**config.mk**
```make
export PLATFORM = sky130hd
export DESIGN_NAME = draw_background_scroll_flat
export DESIGN_NICKNAME = d
export VERILOG_FILES = /design/src/rtl/draw_background_scroll_if.sv /design/src/rtl/draw_background_scroll.sv /design/src/flat_wrapper.sv
export SDC_FILE = /design/constraint.sdc
export NUM_CORES = 1
export LEC_CHECK = 0
export BUFFER_PORTS_ARGS = -buffer_cell sky130_fd_sc_hd__buf_4
export CELL_PAD_IN_SITES_DETAIL_PLACEMENT = 0
export CELL_PAD_IN_SITES_GLOBAL_PLACEMENT = 2
export CORE_ASPECT_RATIO = 1.5
export CORE_MARGIN = 1.5
export CORE_UTILIZATION = 34
export DETAILED_ROUTE_END_ITERATION = 6
export HOLD_SLACK_MARGIN = 0.02
export PLACE_DENSITY_LB_ADDON = 0.1
export RECOVER_POWER = 25
export SLEW_MARGIN = 20
export SYNTH_ARGS = -nofsm -noshare
export SYNTH_HDL_FRONTEND = slang
export SYNTH_SLANG_ARGS = --single-unit
export TNS_END_PERCENT = 100
```
**constraint.sdc**
```tcl
create_clock -name pclk_in -period 3.5 [get_ports pclk_in]
set_input_delay 0 -clock pclk_in [delete_from_list [all_inputs] [get_ports pclk_in]]
set_output_delay 0 -clock pclk_in [all_outputs]
set_load 0.02 [all_outputs]
```
**src/rtl/draw_background_scroll_if.sv**
```systemverilog
// Raster timing bundle: counters plus sync/blank strobes.
// The producer drives it through master; the consumer reads it through slave.
interface draw_background_scroll_if;
    logic [10:0] vcount;
    logic [10:0] hcount;
    logic        vsync;
    logic        vblnk;
    logic        hsync;
    logic        hblnk;

    modport master (output vcount, hcount, vsync, vblnk, hsync, hblnk);
    modport slave  (input  vcount, hcount, vsync, vblnk, hsync, hblnk);
endinterface

```
**src/rtl/draw_background_scroll.sv**
```systemverilog
// Vertically scrolling tiled background.
// Texture address is built from scrolled vcount/hcount; colour is returned ROM_LATENCY+2 cycles later.
module draw_background_scroll #(
    parameter int unsigned      TILE_LOG2   = 2,
    parameter int unsigned      MAP_W_LOG2  = 4,
    parameter int unsigned      MAP_H_LOG2  = 4,
    parameter int unsigned      ROM_LATENCY = 1,
    parameter int unsigned      RGB_W       = 12,
    parameter logic [RGB_W-1:0] BLANK_RGB   = '0
) (
    input  logic                             pclk_in,
    input  logic                             rst_in,
    draw_background_scroll_if.slave          tim_in,
    draw_background_scroll_if.master         tim_out,
    input  logic [10:0]                      scroll_in,
    input  logic                             enable_in,
    output logic [MAP_H_LOG2+MAP_W_LOG2-1:0] pixel_addr,
    input  logic [RGB_W-1:0]                 rgb_pixel,
    output logic [RGB_W-1:0]                 rgb_out,
    output logic                             frame_tick
);

    localparam int unsigned L = ROM_LATENCY + 2;

    typedef struct packed {
        logic [10:0] vcount;
        logic [10:0] hcount;
        logic        vsync;
        logic        vblnk;
        logic        hsync;
        logic        hblnk;
        logic        blank;
        logic        en;
    } tim_t;

    tim_t                            tim_d;
    tim_t                            tim_q [L];
    logic [10:0]                     y;
    logic [MAP_H_LOG2+MAP_W_LOG2-1:0] addr_d, addr_q;
    logic [10:0]                     scroll_act_q;
    logic                            vblnk_prev_q;
    logic                            armed_q;
    logic                            load;
    logic                            frame_tick_q;
    logic [RGB_W-1:0]                rgb_d, rgb_q;
    logic                            unused_bits;

    always_comb begin
        tim_d.vcount = tim_in.vcount;
        tim_d.hcount = tim_in.hcount;
        tim_d.vsync  = tim_in.vsync;
        tim_d.vblnk  = tim_in.vblnk;
        tim_d.hsync  = tim_in.hsync;
        tim_d.hblnk  = tim_in.hblnk;
        tim_d.blank  = tim_in.vblnk | tim_in.hblnk;
        tim_d.en     = enable_in;
    end

    // 11-bit wrap is intentional; the texture then wraps by truncation.
    assign y      = tim_in.vcount + scroll_act_q;
    assign addr_d = {y[TILE_LOG2 +: MAP_H_LOG2], tim_in.hcount[TILE_LOG2 +: MAP_W_LOG2]};

    // armed_q keeps a vblnk already high at reset release from counting as a rising edge.
    assign load = armed_q & tim_in.vblnk & ~vblnk_prev_q;

    // Blank/enable for this pixel sit one stage ahead of the timing output, matching ROM data.
    assign rgb_d = (tim_q[L-2].blank | ~tim_q[L-2].en) ? BLANK_RGB : rgb_pixel;

    always_ff @(posedge pclk_in or posedge rst_in) begin
        if (rst_in) begin
            for (int unsigned i = 0; i < L; i++) begin
                tim_q[i] <= '0;
            end
            addr_q       <= '0;
            scroll_act_q <= '0;
            vblnk_prev_q <= 1'b0;
            armed_q      <= 1'b0;
            frame_tick_q <= 1'b0;
            rgb_q        <= BLANK_RGB;
        end else begin
            tim_q[0] <= tim_d;
            for (int unsigned i = 1; i < L; i++) begin
                tim_q[i] <= tim_q[i-1];
            end
            addr_q       <= addr_d;
            vblnk_prev_q <= tim_in.vblnk;
            armed_q      <= 1'b1;
            frame_tick_q <= load;
            if (load) begin
                scroll_act_q <= scroll_in;
            end
            rgb_q <= rgb_d;
        end
    end

    assign tim_out.vcount = tim_q[L-1].vcount;
    assign tim_out.hcount = tim_q[L-1].hcount;
    assign tim_out.vsync  = tim_q[L-1].vsync;
    assign tim_out.vblnk  = tim_q[L-1].vblnk;
    assign tim_out.hsync  = tim_q[L-1].hsync;
    assign tim_out.hblnk  = tim_q[L-1].hblnk;

    assign pixel_addr = addr_q;
    assign rgb_out    = rgb_q;
    assign frame_tick = frame_tick_q;

    // Only a window of y/hcount selects the texel; the last stage's blank/en are not needed.
    assign unused_bits = ^{y, tim_in.hcount, tim_q[L-1].blank, tim_q[L-1].en};

endmodule
```
**src/flat_wrapper.sv**
```systemverilog
// flat-port wrapper written by rule: the top's interface ports become plain ports
module draw_background_scroll_flat 
#(
    parameter int unsigned      TILE_LOG2   = 2,
    parameter int unsigned      MAP_W_LOG2  = 4,
    parameter int unsigned      MAP_H_LOG2  = 4,
    parameter int unsigned      ROM_LATENCY = 1,
    parameter int unsigned      RGB_W       = 12,
    parameter logic [RGB_W-1:0] BLANK_RGB   = '0
)
  (pclk_in, rst_in, scroll_in, enable_in, pixel_addr, rgb_pixel, rgb_out, frame_tick, tim_in_vcount, tim_in_hcount, tim_in_vsync, tim_in_vblnk, tim_in_hsync, tim_in_hblnk, tim_out_vcount, tim_out_hcount, tim_out_vsync, tim_out_vblnk, tim_out_hsync, tim_out_hblnk);
  draw_background_scroll_if tim_in_i ();
  draw_background_scroll_if tim_out_i ();
  input  logic pclk_in;
  input  logic rst_in;
  input  logic [10:0] scroll_in;
  input  logic enable_in;
  output logic [MAP_H_LOG2+MAP_W_LOG2-1:0] pixel_addr;
  input  logic [RGB_W-1:0] rgb_pixel;
  output logic [RGB_W-1:0] rgb_out;
  output logic frame_tick;
  input wire logic [$bits(tim_in_i.vcount)-1:0] tim_in_vcount;
  input wire logic [$bits(tim_in_i.hcount)-1:0] tim_in_hcount;
  input wire logic [$bits(tim_in_i.vsync)-1:0] tim_in_vsync;
  input wire logic [$bits(tim_in_i.vblnk)-1:0] tim_in_vblnk;
  input wire logic [$bits(tim_in_i.hsync)-1:0] tim_in_hsync;
  input wire logic [$bits(tim_in_i.hblnk)-1:0] tim_in_hblnk;
  output wire logic [$bits(tim_out_i.vcount)-1:0] tim_out_vcount;
  output wire logic [$bits(tim_out_i.hcount)-1:0] tim_out_hcount;
  output wire logic [$bits(tim_out_i.vsync)-1:0] tim_out_vsync;
  output wire logic [$bits(tim_out_i.vblnk)-1:0] tim_out_vblnk;
  output wire logic [$bits(tim_out_i.hsync)-1:0] tim_out_hsync;
  output wire logic [$bits(tim_out_i.hblnk)-1:0] tim_out_hblnk;
  assign tim_in_i.vcount = tim_in_vcount;
  assign tim_in_i.hcount = tim_in_hcount;
  assign tim_in_i.vsync = tim_in_vsync;
  assign tim_in_i.vblnk = tim_in_vblnk;
  assign tim_in_i.hsync = tim_in_hsync;
  assign tim_in_i.hblnk = tim_in_hblnk;
  assign tim_out_vcount = tim_out_i.vcount;
  assign tim_out_hcount = tim_out_i.hcount;
  assign tim_out_vsync = tim_out_i.vsync;
  assign tim_out_vblnk = tim_out_i.vblnk;
  assign tim_out_hsync = tim_out_i.hsync;
  assign tim_out_hblnk = tim_out_i.hblnk;
  draw_background_scroll #(.TILE_LOG2(TILE_LOG2), .MAP_W_LOG2(MAP_W_LOG2), .MAP_H_LOG2(MAP_H_LOG2), .ROM_LATENCY(ROM_LATENCY), .RGB_W(RGB_W), .BLANK_RGB(BLANK_RGB)) u_core (.pclk_in(pclk_in), .rst_in(rst_in), .tim_in(tim_in_i), .tim_out(tim_out_i), .scroll_in(scroll_in), .enable_in(enable_in), .pixel_addr(pixel_addr), .rgb_pixel(rgb_pixel), .rgb_out(rgb_out), .frame_tick(frame_tick));
endmodule
```
# Word level (Yosys, flattened, before mapping)

Cells that the tools add are included.

Mux-type cells: 1
Bitwise logic cells: 6
Add/sub/neg operators: 1

Operators by type and width:

| operator           | count |
|---|---|
| 12-bit two-way mux | 1 |
| 6-bit adder        | 1 |
| 1-bit bitwise AND  | 2 |
| 1-bit inverter     | 2 |
| 1-bit OR           | 2 |

Output and inout bits: 47
Flip-flop bits (word level): 110
Input port bits: 52
Logic and storage cells: 35

# Longest topological paths before layout

Gate-level depths: netlist of run 1.

Word-level depth: 3
Mapped depth: 5
Gate-level depth less buffers: 5

# Worst setup path before layout of run 1

No wires, ideal clock.

Path type: reg-to-reg
Start point: reg u_core.scroll_act_q[2]
End point: reg u_core.addr_q[7] (netlist: u_core.pixel_addr[7])
Data arrival time: 1184 ps
Slack: 2191 ps
Library setup time: 125 ps
Data required time: 3375 ps
Path buffers: 0
Period minus slack after synthesis: 1309 ps
Cell stages (with the launch flop): 6
Cell sequence: dfrtp_1 ha_1 nor3_1 a211oi_2 a21oi_2 xnor2_1

Longest elaborated chain between the ends: 1

Ends and longest elaborated chain:

| what                   | RTL line                     | source |
|---|---|---|
| from (decl)            | draw_background_scroll.sv:40 | `logic [10:0] scroll_act_q;` |
| from (signal assigned) | draw_background_scroll.sv:90 | `scroll_act_q <= scroll_in;` |
| 6-bit adder            | draw_background_scroll.sv:60 | `assign y = tim_in.vcount + scroll_act_q;` |
| net u_core.y[5]        | draw_background_scroll.sv:38 | `logic [10:0] y;` |
| to (signal assigned)   | draw_background_scroll.sv:85 | `addr_q <= addr_d;` |
| to (decl)              | draw_background_scroll.sv:39 | `logic [MAP_H_LOG2+MAP_W_LOG2-1:0] addr_d, addr_q;` |

The timed path passes the listed nets, and every way through them passes these cells.
A chain may end at the register's enable or synchronous reset.

# Worst setup path in the final report of run 1

Same ends and word-level chain as after synthesis.

==> results.md, run 1 <==
- CP Max Fanout: 3
- Fmax: 0.6998 GHz
- Pwr/cell area: 566.5 nW/um^2
- Yosys warns: 0
- Max Slew Vio Count: 0
- # diodes: 0
- Largest net degree at the start of global routing: 59
- Slew headroom: 53.33%
- R2r startpoint: u_core.scroll_act_q[2]
- Multiplexer share of the synthesized area: 0%
- DR DRC count: 0
- Clk slew on worst S/H paths: 0.06 ns
- GRT overflow: 0
- RSZ-0062 raised after global routing: false
- Hpwl dp: 3340 microns
- Worst skew pair latency: 0.34 ns
- Die Y: 121.4 microns
- Setup CP Type: flop to flop
- Tot Pwr: 2582 uW
- FF+latch area: 2653 sq um
- Drt initial violations: 45
- Outcome: completed
- First-pass iteration count of the detailed router: 4
- Register bit total from synthesis: 106
- Hold WS: 0.3298 ns
- Fin crit period: 1.429 ns
- Post-Synth Simple-Gate Area: 6.028%
- Compound-Gate Fraction of Synth Area: 0.8668%
- Clock buffer depth: 2
- Leakage Power: 0.002209 uW
- Vias per cell: 3.981
- Critical Path Source: u_core.scroll_act_q[2]
- First-pass GRT wire length: 8521 microns
- DIE WIDTH: 81.91 microns
- Final setup viols: 0
- WL met3: 336 microns
- Number of synthesized flops with an enable pin: 0
- Initial core utilization: 34.72%
- Syn_area_per_cell: 16.98 sq um
- Setup Total Neg Slack: 0 ns
- Post-Synth XOR/XNOR Area: 1.379%
- H-tree depth: 3
- Yosys cell types: 19
- Area of the multi-input gates: 316.6 sq um
- Inserted Clock Buffers: 9
- Largest family of logic cells by synthesized area: buffers and inverters
- Synth top area cells: dfrtp_1 (84%), buf_4 (6.1%), and2_1 (2.4%), nand2_1 (2.1%), ha_1 (1.6%)
- Synth Cell Area: 3176 sq um
- RePlAce Congestion: 0.7032
- CTS Sinks: 106
- Asr flop ratio synth: 100.0%
- Syn Nets: 243
- Final Cycle Share: 40.83%
- Clk root buf: clkbuf_16
- Gr usage total: 11.94%
- Final Hold Vio Count: 0
- Required time of the worst setup path: 3.72 ns
- Die ar.: 9941 sq um
- CTS tree: done
- Via count: 1704
- Top layer reached by signal wires: met4
- PortBufs: 93
- Worst IR Drop VDD: 0.0004015 V
- Row cnt: 43
- Core area: 9146 sq um
- Number of global-route vias before repair: 1794
- DR WL met2: 2709 microns
- Most frequent cells in the layout: dfrtp_1 (106), buf_4 (68), dlygate4sd3_1 (46), clkbuf_4 (21), nand2_1 (18)
- Most common cell after layout, fill and taps aside: dfrtp_1
- Area growth syn-to-layout: 43.50%
- Top-level port count: 99
- Fill count: 827
- Hold path start: enable_in
- Sequential area share after synthesis: 83.53%
- Startpoint Class: flop
- Nets: 368
- Max-cap violations: 0
- Final wirelength: 5111 microns
- Arrival time at the worst endpoint: 1.65 ns
- Post-synth top area cell: dfrtp_1
- Share of cells above drive strength 1: 33.54%
- Main synth FF type: dfrtp_1
- Syn Inst Count: 187
- Hold/Removal Path Class: input port to flop
- Detail Route Antenna Nets: 0
- M1 WL: 1902 microns
- Adder-cell share of the synthesized area: 1.576%
- Yosys top cell area share: 83.53%
- Post-CTS resize count: 0
- Critical path endpoint category: flop
- Routed wire per std cell: 11.94 microns
- Least-Margin Pin Slew: 0.7001 ns
- Setup Skew: 0.003559 ns
- Initial antenna violation count: 0
## layout make-up
cell class              instances  area share [%]
clock buffers                  12           5.409
clock inverters                 3          0.8786
inverters                       2          0.2197
multi-input cells              52           6.947
flip-flops and latches        106           58.21
well taps                     112           3.075
repair buffers                141           25.26
## flip-flops by register name (all words and copies together) (netlist names), 4 cells and up
name                   flops
u_core.tim_q              56
u_core.pixel_addr          4
u_core.tim_out.vcount     11
u_core.tim_out.hcount     11
u_core.rgb_out            12
u_core.scroll_act_q        6
## power by group
part / internal [uW] / switching, uW
clock network: 568 / 394
logic: 145 / 143
registers: 1310 / 25.2
## what timing repair did
action	4_1_cts	5_1_grt
buffers inserted	0	0
hold endpoints to repair	154	0
setup endpoints to repair	0	0
hold buffers	46	0
## layer usage
metal	GRT usage (%)	up-vias
met2	18.85	54
li1	-	799
met4	6.568	0
met3	4.887	13
met5	0	-
met1	13.42	838
## worst paths after layout
path	endpoint	slack, ns	depth (start not counted)
worst max-delay path	u_core.pixel_addr[7]	2.07	5
worst min-delay path	u_core.tim_q[56]	0.33	2
worst max register to register	u_core.pixel_addr[7]	2.07	5
worst min register to register	u_core.tim_out.vcount[2]	0.35	0
max in group asynchronous	u_core.rgb_out[1]	2.60	4
min in group asynchronous	u_core.tim_q[62]	0.40	4
## critical path, stage by stage, from the launching register on
cell and delay [ns]:
dfrtp_1 0.38, ha_1 0.32, nor3_1 0.07, a211oi_2 0.32
a21oi_2 0.11, xnor2_1 0.12
## metrics by stage
| stage | utilization (%) | worst slack (ns) | cell area (sq um) | instances |
|---|---|---|---|---|
| 3_5_place_dp | 41.90 | 2.034 | 3832 | 367 |
| 4_1_cts | 50.07 | 2.035 | 4579 | 428 |
| 5_1_grt | 49.82 | 1.988 | 4557 | 428 |
| 2_1_floorplan | - | 0.7111 | 3176 | 187 |
| 3_3_place_gp | 41.90 | 2.056 | 3832 | 367 |
| 6_report | 49.82 | 2.071 | 4557 | 428 |
## logic make-up (layout without fill, tap and decap cells)
kind of cell | after synthesis | after routing
fa+ha+maj | 4 | 4
compound gates | 3 | 3
xor+xnor | 5 | 5
flops | 106 | 106
buf+inv | 29 | 158
simple gates | 39 | 39
other cells | 1 | 1
## cells in the mapped netlist (all sizes together), types with 2 or more instances
cell / instances
and2: 12
nor2b: 2
dfrtp: 106
xnor2: 3
nor2: 2
xor2: 2
inv: 2
nand2: 18
nor3: 2
ha: 4
buf: 26
Note: power is estimated with default switching activity, not from simulation.
==> inputs of run 2 (changes only) <==
clock period = 1.48 ns   (was 3.5 ns; I/O delays follow)
==> run 2 against run 1 <==
Net effect:
- count of clock-buffer cells in the layout fell by 3
- final area rose by 2.7%
- global-route usage barely moved
- die area did not move
- sequential share of layout area fell by 1.5 points
==> results.md, run 2 (synthesis results as in run 1) <==
- Max reg flops: 56
- RePlAce Congestion: 0.7544
- RSZ-0062 raised after global routing: false
- Largest net degree at the start of global routing: 56
- P_int: 4953 uW
- Final setup viols: 0
- Max-cap violations: 0
- Nets: 371
- PortBufs: 93
- Fill count: 828
- Final Hold Vio Count: 0
- Most frequent cells in the layout: dfrtp_1 (106), buf_4 (69), dlygate4sd3_1 (46), clkbuf_4 (21), nand2_1 (18)
- CP top delay family: flip-flops
- Max Slew Vio Count: 0
- CTS tree: done
- Sw frac: 22.84%
- Worst skew pair latency: 0.34 ns
- Setup Total Neg Slack: 0 ns
- Post-CTS setup repair buffer count: 0
- Switching power: 1466 uW
- Initial core utilization: 34.72%
- Share of cells above drive strength 1: 36.25%
- Tot Pwr: 6419 uW
- Comb power frac: 11.3%
- Area growth syn-to-layout: 47.40%
- Clk slew on worst S/H paths: 0.07 ns
- Drt initial violations: 51
- Reg power frac: 49.1%
- Core area: 9146 sq um
- PnR worst setup slack: 0.08216 ns
- # diodes: 0
- CP Max Fanout: 2
- Clock Power Share: 39.6%
- Cell chain of the critical path: ha_4 > nand3_2 > a211oi_4 > a21oi_2 > xnor2_1
- R2r startpoint: u_core.scroll_act_q[1]
- CTS Sinks: 106
- Die ar.: 9941 sq um
- Number of global-route vias before repair: 1738
- Finished Core Util: 51.18%
- Fmax: 0.7154 GHz
- Inserted Clock Buffers: 9
- Slowest CP cell: dfrtp_1
- Required time of the worst setup path: 1.71 ns
- Setup Skew: 0.003190 ns
- Startpoint Class: flop
- Hold/Removal Path Class: input port to async pin
- Top-level port count: 99
- Largest reg by FF count: u_core.tim_q
- Leakage Power: 0.002243 uW
- H-tree depth: 3
- Final wirelength: 5404 microns
- Setup CP Type: flop to flop
- Die Y: 121.4 microns
- First-pass GRT wire length: 8335 microns
- Pwr/cell area: 1371 nW/um^2
- DIE WIDTH: 81.91 microns
- Clock buffer depth: 2
- Critical path endpoint category: flop
- Detail Route Antenna Nets: 0
- Clk root buf: clkbuf_16
- Fin crit period: 1.398 ns
- Arrival time at the worst endpoint: 1.63 ns
- Slowest Stage Delay on Critical Path: 0.41 ns
- Post-place setup slack: 0.03936 ns
- Worst-case reg-to-reg path depth: 5
- GRT overflow: 0
- Via count: 1687
- Most common cell after layout, fill and taps aside: dfrtp_1
- Initial antenna violation count: 0
- Final Cycle Share: 94.45%
- Outcome: completed
- Hpwl dp: 3370 microns
- DR DRC count: 0
- Row cnt: 43
- Vias per cell: 3.905
- First-pass iteration count of the detailed router: 3
- Gr usage total: 11.95%
- Worst IR Drop VDD: 0.0006673 V
- Routed wire per std cell: 12.51 microns
- Reg2reg end: u_core.pixel_addr[7]
- Buf/Inv on CP: 0
- Reg2reg setup slack: 0.08 ns
==> run 2: cell count changes in the layout (fill, tap and decap cells not counted), moves of 2 or more <==
cell | previous run | this run
inv_6 | 0 | 2
clkbuf_1 | 8 | 6
buf_12 | 0 | 2
nor3_2 | 0 | 2
clkinvlp_4 | 0 | 3
clkinv_2 | 2 | 0
nor3_1 | 2 | 0
==> run 2: repair_timing <==
item                                    CTS  global route
gates resized for setup                   0             5
hold buffers                             46             0
endpoints found under the setup margin    0             1
hold endpoints to repair                154             0
==> run 2: per-stage QoR <==
step / instances / hold slack, ns / area [sq um]
4_1_cts: 432 / 0.2870 / 4668
5_1_grt: 432 / 0.3093 / 4681
3_3_place_gp: 370 / 0.1098 / 3881
6_report: 432 / 0.3169 / 4681
2_1_floorplan: 187 / 0.03143 / 3179
3_5_place_dp: 370 / 0.1106 / 3881
==> run 2: area by class of cell <==
| class | count | area (sq um) | share of cell area [%] |
|---|---|---|---|
| Sequential cell | 106 | 2653 | 56.67 |
| Timing Repair Buffer | 144 | 1199 | 25.61 |
| Multi-Input combinational cell | 52 | 351.6 | 7.511 |
| Clock buffer | 9 | 225.2 | 4.812 |
| Tap cell | 112 | 140.1 | 2.994 |
| Clock inverter | 7 | 101.3 | 2.165 |
| Inverter | 2 | 11.26 | 0.2406 |
==> run 2: power groups by stage <==
stage | clock network (uW) | registers, uW | logic (uW)
final | 2540 | 3150 | 724
after global routing | 2750 | 3170 | 788
after CTS | 2630 | 3150 | 722
after detailed placement | 0 | 3200 | 621
after global placement | 0 | 3200 | 617
after floorplan | 0 | 3270 | 283
==> run 2: how the worst max path moves through the flow <==
stage	from	endpoint	slack [ns]	cells past startpoint
after floorplan	u_core.scroll_act_q[2]	u_core.pixel_addr[7]	0.17	5
after CTS	u_core.scroll_act_q[2]	u_core.pixel_addr[7]	0.04	5
after detailed placement	u_core.scroll_act_q[2]	u_core.pixel_addr[7]	0.04	5
after global routing	u_core.scroll_act_q[1]	u_core.pixel_addr[7]	0.004	5
after global placement	u_core.scroll_act_q[2]	u_core.pixel_addr[7]	0.06	5
final	u_core.scroll_act_q[1]	u_core.pixel_addr[7]	0.08	5
==> run 2: routing by layer <==
layer / GRT usage (%) / part of all wire [%]
met5: 0 / 0
met4: 8.792 / 4.2
met3: 3.459 / 5.3
met2: 18.34 / 51
met1: 13.87 / 40
==> run 2: tightest hold or removal path, stage by stage <==
cell and delay [ns]:
dlygate4sd3_1 0.54, buf_4 0.14, clkinvlp_4 0.10, buf_12 0.27
==> inputs of run 3 (changes only) <==
CAP_MARGIN = 10   (was unset)
GPL_TIMING_DRIVEN = 0   (was unset)
clock period = 1.45 ns   (was 1.48 ns; I/O delays follow)
==> run 3 against run 2 <==
Net effect:
- clock skew up 0.0027 ns
- routed wire length down 2.9%
- worst hold slack worse by 0.068 ns
- final area up 4.7%
- via count up 7.1%
- sequential power increased by 2%
- maximum frequency rose by 1.7%
- die area stayed put
- clock power is 2% higher
- core utilization grew 2.4 points
- combinational power up 12%
- largest cell class unchanged
- highest routed layer unchanged
==> results.md, run 3 (synthesis results as in run 1) <==
- Required time of the worst setup path: 1.67 ns
- Number of global-route vias before repair: 1771
- Setup CP Type: flop to flop
- Routed wire per std cell: 11.46 microns
- Placed Instances: 395
- Slowest Stage Delay on Critical Path: 0.40 ns
- First-pass iteration count of the detailed router: 2
- Max Slew Vio Count: 0
- Worst IR Drop VDD: 0.0007957 V
- Max-cap violations: 0
- Top-level port count: 99
- Critical path endpoint category: flop
- Core area: 9146 sq um
- Final setup viols: 0
- Post-route design area: 4901 sq um
- Final Hold Vio Count: 0
- Setup Skew: 0.005922 ns
- Fin crit period: 1.374 ns
- Fill count: 789
- Clk root buf: clkbuf_16
- Clock buffer depth: 2
- Die Y: 121.4 microns
- Inserted Clock Buffers: 9
- Die ar.: 9941 sq um
- Via count: 1807
- Largest reg by FF count: u_core.tim_q
- Nets: 397
- Max reg flops: 56
- Leakage Power: 0.002378 uW
- Most common cell after layout, fill and taps aside: dfrtp_1
- RePlAce Congestion: 0.7019
- First-pass GRT wire length: 8142 microns
- CTS tree: done
- Hold/Removal Path Class: input port to async pin
- Cell chain of the critical path: ha_4 > nand3_2 > a211oi_4 > a21oi_2 > xnor2_1
- Drt initial violations: 74
- Fmax: 0.7277 GHz
- Arrival time at the worst endpoint: 1.59 ns
- Final Cycle Share: 94.77%
- Outcome: completed
- Hold WS: 0.2490 ns
- CTS Sinks: 106
- Hpwl dp: 3546 microns
- GRT overflow: 0
- Share of cells above drive strength 1: 40.75%
- Area growth syn-to-layout: 54.33%
- Initial core utilization: 34.72%
- DIE WIDTH: 81.91 microns
- Final wirelength: 5249 microns
- Finished Core Util: 53.58%
- Gr usage total: 11.65%
- Grt met1 use: 13.37%
- Initial antenna violation count: 0
- GR Util met2: 18.14%
- DR DRC count: 0
- Detail Route Antenna Nets: 0
- Largest net degree at the start of global routing: 33
- Pwr/cell area: 1350 nW/um^2
- Tot Pwr: 6617 uW
- Most frequent cells in the layout: dfrtp_1 (106), buf_4 (93), dlygate4sd3_1 (46), clkbuf_4 (21), nand2_1 (18)
- Global route hottest layer: met2
- Row cnt: 43
- Slowest CP cell: dfrtp_1
- Worst skew pair latency: 0.34 ns
- Clk slew on worst S/H paths: 0.06 ns
- Area after DPL: 4078 sq um
- Non-Filler Instances: 458
- H-tree depth: 3
- PortBufs: 93
- M3 GR Usage: 3.233%
- Startpoint Class: flop
- CP Max Fanout: 2
- Vias per cell: 3.945
- # diodes: 0
[run 3: cell types whose count changed in the layout (fill, tap and decap cells not counted), moves of 2 or more]
cell	previous run	this run
buf_4	69	93
clkbuf_1	6	8
clkbuf_8	0	2
clkinvlp_4	3	1
inv_6	2	0
[run 3: cell type report]
| type | count | area (sq um) | share of cell area (%) |
|---|---|---|---|
| flip-flops and latches | 106 | 2653 | 54.12 |
| plain buffers | 27 | 198.9 | 4.059 |
| clock buffers | 12 | 256.5 | 5.234 |
| inverters | 2 | 11.26 | 0.2298 |
| well taps | 112 | 140.1 | 2.859 |
| repair buffers | 143 | 1204 | 24.56 |
| clock inverters | 4 | 73.82 | 1.506 |
| multi-input cells | 52 | 364.1 | 7.429 |
[run 3: through the flow]
step           setup slack (ns)     TNS, ns
6_report                0.07580           0
3_5_place_dp           -0.01489    -0.01489
4_1_cts                0.003513           0
3_3_place_gp            -0.4722      -49.71
2_1_floorplan            0.1415           0
5_1_grt              -0.0001799  -0.0001799
[run 3: path summary, 6_finish.rpt]
path | from | endpoint | slack, ns | cells after the start
worst min register to register | u_core.tim_q[49] | u_core.tim_out.vcount[4] | 0.34 | 0
worst max register to register | u_core.scroll_act_q[1] | u_core.pixel_addr[7] | 0.08 | 5
max in group asynchronous | rst_in | u_core.armed_q | 0.50 | 5
worst min-delay path | rst_in | u_core.tim_out.hcount[6] | 0.25 | 3
worst max-delay path | u_core.scroll_act_q[1] | u_core.pixel_addr[7] | 0.08 | 5
min in group pclk_in | tim_in_hcount[1] | u_core.tim_q[63] | 0.33 | 2
[run 3: timing repair]
action | 4_1_cts | 5_1_grt
pin swaps | 1 | 1
resized for setup | 0 | 6
hold buffers | 46 | 0
setup buffers | 0 | 1
endpoints found under the hold margin | 67 | 0
endpoints found under the setup margin | 1 | 1
[run 3: critical path: cells and delay by family, from the launching register on]
| kind | cells | cell delay, ns |
|---|---|---|
| adder cells (fa/ha/maj) | 1 | 0.28 |
| XOR/XNOR | 1 | 0.12 |
| flip-flops | 1 | 0.40 |
| AND/OR/NAND/NOR | 1 | 0.07 |
| AO/OA/AOI/OAI | 2 | 0.38 |
[run 3: per-layer routing]
layer / routed length, microns / part of all wire [%]
met5: 0 / 0
met4: 137 / 2.6
met3: 283 / 5.4
met2: 2792 / 53
met1: 2036 / 39
[run 3: power breakdown]
| part | internal [uW] | leakage (uW) | switching [uW] |
|---|---|---|---|
| Sequential | 3150 | 0.00126 | 64.7 |
| Clock | 1610 | 0.000163 | 985 |
| Combinational | 434 | 0.000952 | 374 |
